==> src/rtl/jpeg_pkg.sv <==
// jpeg_pkg: shared constants and types for the JPEG entropy-path bit packer.
package jpeg_pkg;
  localparam int JPEG_MAX_LEN = 16;
  localparam logic [7:0] JPEG_STUFF_BYTE = 8'hFF;
  localparam logic JPEG_PAD_BIT = 1'b1;
  typedef enum logic [2:0] {RUN, PAD, DRAIN, LAST, DONE} bitpack_state_t;
endpackage

==> src/rtl/jpeg_bitpack_if.sv <==
// jpeg_bitpack_if: code input, flush control and word output of the bit packer.
interface jpeg_bitpack_if #(parameter int MAX_LEN = jpeg_pkg::JPEG_MAX_LEN);
  logic [MAX_LEN-1:0] in_code;
  logic [4:0] in_len;
  logic in_valid, in_ready, flush, rdy_in;
  logic [15:0] out_bits;
  logic [1:0] out_valid;
  logic ena_out, done_flush;
  modport master (output in_code, in_len, in_valid, flush, rdy_in,
                  input in_ready, out_bits, out_valid, ena_out, done_flush);
  modport slave (input in_code, in_len, in_valid, flush, rdy_in,
                 output in_ready, out_bits, out_valid, ena_out, done_flush);
endinterface

==> src/rtl/jpeg_byte_stuffer.sv <==
// jpeg_byte_stuffer: one-byte stage that inserts 0x00 after every 0xFF.
module jpeg_byte_stuffer import jpeg_pkg::*; (
  input  logic       clk,
  input  logic       rst,
  input  logic       in_valid,
  input  logic [7:0] in_byte,
  output logic       in_ready,
  output logic       out_valid,
  output logic [7:0] out_byte,
  input  logic       out_ready
);
  // A forwarded 0xFF turns into a held 0x00, so the slot stays busy one more cycle
  assign in_ready = !out_valid || (out_ready && out_byte != JPEG_STUFF_BYTE);
  always_ff @(posedge clk) begin
    if (rst) begin
      out_valid <= 1'b0;
      out_byte <= 8'h00;
    end else if (in_valid && in_ready) begin
      out_valid <= 1'b1;
      out_byte <= in_byte;
    end else if (out_valid && out_ready) begin
      out_valid <= out_byte == JPEG_STUFF_BYTE;
      out_byte <= 8'h00;
    end
  end
endmodule

==> src/rtl/jpeg_bitpack.sv <==
// jpeg_bitpack: packs Huffman codes MSB-first into stuffed bytes and 16-bit LE words.
module jpeg_bitpack import jpeg_pkg::*; #(
  parameter int MAX_LEN = JPEG_MAX_LEN,
  parameter int ACC_W = 32
) (
  input logic clk,
  input logic rst,
  jpeg_bitpack_if.slave bp
);
  localparam int CW = $clog2(ACC_W + 1);
  localparam int SW = CW + 1;
  bitpack_state_t state;
  logic [ACC_W-1:0] acc, acc_sh, code_ext;
  logic [CW-1:0] cnt, cnt_sh;
  logic [SW-1:0] shamt;
  logic [MAX_LEN-1:0] mask;
  logic [7:0] lo, s_out_byte;
  logic lo_valid, word_pending, s_in_ready, s_out_valid, extract, accept, asm_ready, asm_take;
  always_comb begin
    extract = cnt >= CW'(8) && s_in_ready;
    accept = bp.in_valid && bp.in_ready;
    acc_sh = extract ? acc << 8 : acc;
    cnt_sh = extract ? cnt - CW'(8) : cnt;
    mask = ~({MAX_LEN{1'b1}} << bp.in_len);
    shamt = SW'(ACC_W) - SW'(cnt_sh) - SW'(bp.in_len);
    code_ext = ACC_W'(bp.in_code & mask) << shamt;
    asm_ready = !word_pending || bp.ena_out;
    asm_take = s_out_valid && asm_ready;
  end
  assign bp.in_ready = state == RUN && cnt <= CW'(ACC_W - MAX_LEN);
  assign bp.ena_out = word_pending && bp.rdy_in;
  jpeg_byte_stuffer u_stuffer (
    .clk(clk),
    .rst(rst),
    .in_valid(cnt >= CW'(8)),
    .in_byte(acc[ACC_W-1 -: 8]),
    .in_ready(s_in_ready),
    .out_valid(s_out_valid),
    .out_byte(s_out_byte),
    .out_ready(asm_ready)
  );
  always_ff @(posedge clk) begin
    if (rst) begin
      state <= RUN;
      acc <= '0;
      cnt <= '0;
      lo <= 8'h00;
      lo_valid <= 1'b0;
      word_pending <= 1'b0;
      bp.out_bits <= 16'h0000;
      bp.out_valid <= 2'b00;
      bp.done_flush <= 1'b0;
    end else begin
      acc <= accept ? acc_sh | code_ext : acc_sh;
      cnt <= accept ? cnt_sh + CW'(bp.in_len) : cnt_sh;
      bp.done_flush <= 1'b0;
      if (bp.ena_out) begin
        word_pending <= 1'b0;
        bp.out_valid <= 2'b00;
      end
      if (asm_take && lo_valid) begin
        bp.out_bits <= {s_out_byte, lo};
        bp.out_valid <= 2'b11;
        word_pending <= 1'b1;
        lo_valid <= 1'b0;
      end else if (asm_take) begin
        lo <= s_out_byte;
        lo_valid <= 1'b1;
      end
      case (state)
        RUN: if (bp.flush && !bp.in_valid) state <= PAD;
        PAD: if (cnt < CW'(8)) begin
          // Top up the partial byte with pad bits so it can be extracted normally
          if (cnt != '0) begin
            acc <= acc | {({8{JPEG_PAD_BIT}} >> cnt), {(ACC_W-8){1'b0}}};
            cnt <= CW'(8);
          end
          state <= DRAIN;
        end
        DRAIN: if (cnt == '0 && !s_out_valid && !word_pending) begin
          if (lo_valid) begin
            bp.out_bits <= {8'h00, lo};
            bp.out_valid <= 2'b01;
            word_pending <= 1'b1;
            lo_valid <= 1'b0;
            state <= LAST;
          end else begin
            bp.done_flush <= 1'b1;
            state <= DONE;
          end
        end
        LAST: if (bp.ena_out) begin
          bp.done_flush <= 1'b1;
          state <= DONE;
        end
        default: state <= RUN;
      endcase
    end
  end
endmodule
==> src/flat_wrapper.sv <==
// flat-port wrapper written by rule: the top's interface ports become plain ports
module jpeg_bitpack_flat import jpeg_pkg::*;
#(
  parameter int MAX_LEN = JPEG_MAX_LEN,
  parameter int ACC_W = 32
)
  (clk, rst, bp_in_code, bp_in_len, bp_in_valid, bp_flush, bp_rdy_in, bp_in_ready, bp_out_bits, bp_out_valid, bp_ena_out, bp_done_flush);
  jpeg_bitpack_if #(.MAX_LEN(MAX_LEN)) bp_i ();
  input logic clk;
  input logic rst;
  input wire logic [$bits(bp_i.in_code)-1:0] bp_in_code;
  input wire logic [$bits(bp_i.in_len)-1:0] bp_in_len;
  input wire logic [$bits(bp_i.in_valid)-1:0] bp_in_valid;
  input wire logic [$bits(bp_i.flush)-1:0] bp_flush;
  input wire logic [$bits(bp_i.rdy_in)-1:0] bp_rdy_in;
  output wire logic [$bits(bp_i.in_ready)-1:0] bp_in_ready;
  output wire logic [$bits(bp_i.out_bits)-1:0] bp_out_bits;
  output wire logic [$bits(bp_i.out_valid)-1:0] bp_out_valid;
  output wire logic [$bits(bp_i.ena_out)-1:0] bp_ena_out;
  output wire logic [$bits(bp_i.done_flush)-1:0] bp_done_flush;
  assign bp_i.in_code = bp_in_code;
  assign bp_i.in_len = bp_in_len;
  assign bp_i.in_valid = bp_in_valid;
  assign bp_i.flush = bp_flush;
  assign bp_i.rdy_in = bp_rdy_in;
  assign bp_in_ready = bp_i.in_ready;
  assign bp_out_bits = bp_i.out_bits;
  assign bp_out_valid = bp_i.out_valid;
  assign bp_ena_out = bp_i.ena_out;
  assign bp_done_flush = bp_i.done_flush;
  jpeg_bitpack #(.MAX_LEN(MAX_LEN), .ACC_W(ACC_W)) u_core (.clk(clk), .rst(rst), .bp(bp_i));
endmodule
==> config.mk <==
export PLATFORM = sky130hd
export DESIGN_NAME = jpeg_bitpack_flat
export DESIGN_NICKNAME = d
export VERILOG_FILES = /design/src/rtl/jpeg_pkg.sv /design/src/rtl/jpeg_bitpack_if.sv /design/src/rtl/jpeg_byte_stuffer.sv /design/src/rtl/jpeg_bitpack.sv /design/src/flat_wrapper.sv
export SDC_FILE = /design/constraint.sdc
export NUM_CORES = 1
export LEC_CHECK = 0
export BUFFER_PORTS_ARGS = -buffer_cell sky130_fd_sc_hd__buf_2
export CORE_MARGIN = 2
export CORE_UTILIZATION = 55
export DETAILED_ROUTE_END_ITERATION = 10
export GPL_ROUTABILITY_DRIVEN = 0
export HOLD_SLACK_MARGIN = 0.02
export PLACE_DENSITY = 0.85
export SKIP_LAST_GASP = 1
export SYNTH_ARGS = -nofsm -noshare
export SYNTH_HDL_FRONTEND = slang
export SYNTH_SLANG_ARGS = --single-unit
==> constraint.sdc <==
create_clock -name clk -period 5.6 [get_ports clk]
set_input_delay 0.28 -clock clk [delete_from_list [all_inputs] [get_ports clk]]
set_output_delay 0.28 -clock clk [all_outputs]
set_load 0.01 [all_outputs]
==> metrics.md <==
| Metric | Value |
|---|---|
| Status | completed |
| DRC | 0 |
| Final Hold Viols | 0 |
| PortBufs | 46 |
| Crit Path Max Fanout | 10 |
| DR vias | slightly above 5000 |
| # nets final | ~700 |
| Placed instance area | roughly 0.0053 mm2 |
| Slew Limit Fails | 0 |
| Post-layout worst setup margin | approximately 1.1 ns |
| Largest net degree at the start of global routing | slightly above 80 |
| Max-cap violations | 0 |
| Synth Area in Compound Gates | between 20% and 30% |
| Adder-Cell Fraction of Synth Area | under 10% |
| CTS Hold Buffers Added | 0 |
| Mean Syn Cell Area | just over 8 um2 |
| Clk root buf | clkbuf_8 |
| Cell Area, Synth | around 0.0051 mm2 |
| Crit path time final | around 4.5 ns |
| Number of synthesized flops with an enable pin | 0 |
| Yosys top cell by area | dfxtp_1 |
| Placed cell count | around 740 |
| Core ar. | between 0.009 and 0.01 mm2 |
| Arrival time worst endpoint | approximately 4.7 ns |
| Post-Synth XOR/XNOR Area | under 10% |
| Hold_sp | bp_rdy_in |
| Vias/cell | approximately 6.7 |
| Post CTS Setup Buffer Count | 0 |
| CP dominant cell by count | ha_1 |
| Share of the synthesized area in the top cell type | a little under a third |
| TritonCTS clock tree | done |
| Total clock sinks | approximately 80 |
| Final Power | 3.57 mW |
| Ys async rst share | 0% |
| Leakage | between 2 and 2.5 nW |
| Mapped Nets | approximately 670 |
| RR Startpoint | u_core.cnt[0] |
| Crit path kind | reg -> reg |
| Row cnt | 35 |
| Iter 0 DRT Violations | between 600 and 700 |
| Worst VDD drop | approximately 0.00034 V |
| Grt met1 use | between 30% and 40% |
| Sequential area share after synthesis | between 30% and 40% |
| Endpoint class of the critical path | flop |
| Synth Warn # | 0 |
| RSZ-0062 raised after global routing | false |
| GRT Total Usage | 27.9% |
| Met2 global-route usage | a little under half |
| Simple-Gate Fraction of Synth Area | 20.2% |
| Post-synthesis mux area share | 13.5% |
| Place WS | between 1 and 1.5 ns |
| Max Buffers Root-to-Sink | 2 |
| CTS clk-pin slew, worst paths | roughly 0.09 ns |
| Die Footprint | around 0.01 mm2 |
| Yosys cell types | 65 |
| Die height | about 100 um |
| DR pass1 iterations | 6 |
| Worst hold margin | 0.287 ns |
| Routed wire length | between 10000 and 15000 um |
| Rel. slew slack | 25.4% |
| Critical-path top delay cell | xnor2_1 |
| Synth top area cells | dfxtp_1 (31%), mux2i_1 (12%), nor2_1 (5.5%) |
| Setup Skew | about 0.014 ns |
| I/O pin count | 47 |
| Area grow syn2layout | 8.19% |
| Critical path startpoint | u_core.cnt[0] |
| Core Util, Final | between 60% and 70% |
| Number of global-route vias before repair | approximately 4700 |
| Fmax achieved | 223 MHz |
| Post-route insts no fill | approximately 760 |
| Startpoint Class | flop |
| Final setup violation count | 0 |
| Global-route wire length before repair | about 23000 um |
| Post_cts resized | 0 |
| Initial antenna violation count | 0 |
| PwrDens | between 600 and 700 mW/mm2 |
| Routed length per placed instance | approximately 18 um |
| TritonCTS Buffers | 9 |
| Flops & latches, synth | a little under 80 |
| Final global-route overflow total | 0 |
| Detail Route Antenna Nets | 0 |
| Dpl hpwl | slightly above 10000 um |
| Ys flop type | dfxtp_1 |
| Htree depth | 3 |
| Worst-Margin Slew | roughly 1.1 ns |
| Worst skew pair latency | 0.36 ns |
| Synth Instances | approximately 620 |
| Share of cells above drive strength 1 | between 10% and 20% |
| HP Class | in -> reg |
| Largest family of logic cells by synthesized area | compound AO/OA/AOI/OAI gates |
| CP Data Required Time | 5.84 ns |
| Fin crit share | 80.2% |
| Ant. Diodes | 0 |
| CP max stage delay | ~0.7 ns |
| Critical path cell sequence | nor3_2 > a21oi_2 > a21o_1 > o21ai_0 > ha_1 > ha_1 > a21oi_1 > o21ai_1 > xnor2_1 > nor2_1 > and3_1 > a311o_1 |
| Initial Util | approximately 56% |
| Final Cell Area | between 0.005 and 0.006 mm2 |
| GRT Max-Usage Layer | met2 |
| Met3 usage | ~5.4% |
| Die X | between 100 and 150 um |
| Setup TNS | 0 ns |
-- power breakdown --
part,switching [mW],internal (mW),total (mW)
clock,0.226,0.257,0.483
sequential,0.0951,0.646,0.741
combinational,1.58,0.763,2.35
-- critical path, delay by kind of cell (launching register included) --
| kind | cells | cell delay, ns |
|---|---|---|
| simple gates | 3 | 0.94 |
| flops | 1 | 0.41 |
| fa+ha+maj | 2 | 0.69 |
| xor+xnor | 1 | 0.71 |
| compound gates | 6 | 1.62 |
-- layer usage --
layer  vias up  part of all wire (%)
met2       306                    48
li1       2367                     -
met3        50                   8.3
met5         -                     0
met4         0                   3.1
met1      2335                    41
-- cells in the mapped netlist (all sizes together), types with 3 or more instances --
cell type	instances
dfxtp	79
nor2	75
mux2i	62
nand2	48
a21oi	43
clkbuf	24
nor3	23
a22oi	22
inv	21
nand3	21
ha	18
o21ai	18
a211oi	17
buf	16
o22ai	15
nor4	12
a31oi	9
nand4	8
and2	7
mux2	6
nand2b	6
a2111oi	5
a21o	5
o32ai	5
xnor2	5
a221oi	4
and3	4
xor2	4
nor4b	3
o31ai	3
-- cell type report --
cell class	count	area [um2]
clock buffers	9	124
clock inverters	7	103
fillers	772	3610
inverters	22	82.6
multi-input cells	482	3220
flip-flops and latches	79	1580
well taps	111	139
repair buffers	49	253
-- cell usage in the layout (no fill, tap or decap), types with 5 or more instances in the layout --
cell type	synthesis	final
o21ai_0	16	16
ha_1	18	18
a22oi_1	22	22
buf_2	8	46
a21oi_1	41	41
o22ai_1	15	15
nand3_1	21	21
nand2_1	48	48
dfxtp_1	79	79
xnor2_1	5	5
a211oi_1	17	17
and2_1	6	6
nor4_1	12	12
a2111oi_0	5	5
a31oi_1	9	9
nor2_1	74	74
nand2b_1	6	6
nor3_1	21	21
inv_1	21	21
mux2_2	6	6
mux2i_1	62	62
nand4_1	8	8
clkbuf_8	0	9
o32ai_1	5	5
-- kinds of logic after synthesis --
logic type               after synthesis
AND/OR/NAND/NOR                      216
multiplexers                          68
adder cells (fa/ha/maj)               20
AO/OA/AOI/OAI                        169
flip-flops                            79
XOR/XNOR                               9
buffers and inverters                 62
-- path summary, 6_finish.rpt --
| check | end | slack, ns | depth (start not counted) |
|---|---|---|---|
| max | u_core.acc[20] | 1.11 | 12 |
| min | u_core.word_pending | 0.29 | 3 |
| max reg2reg | u_core.acc[20] | 1.11 | 12 |
| min reg2reg | u_core.u_stuffer.out_byte[7] | 0.46 | 2 |
Power figures use the tool's default switching activity.
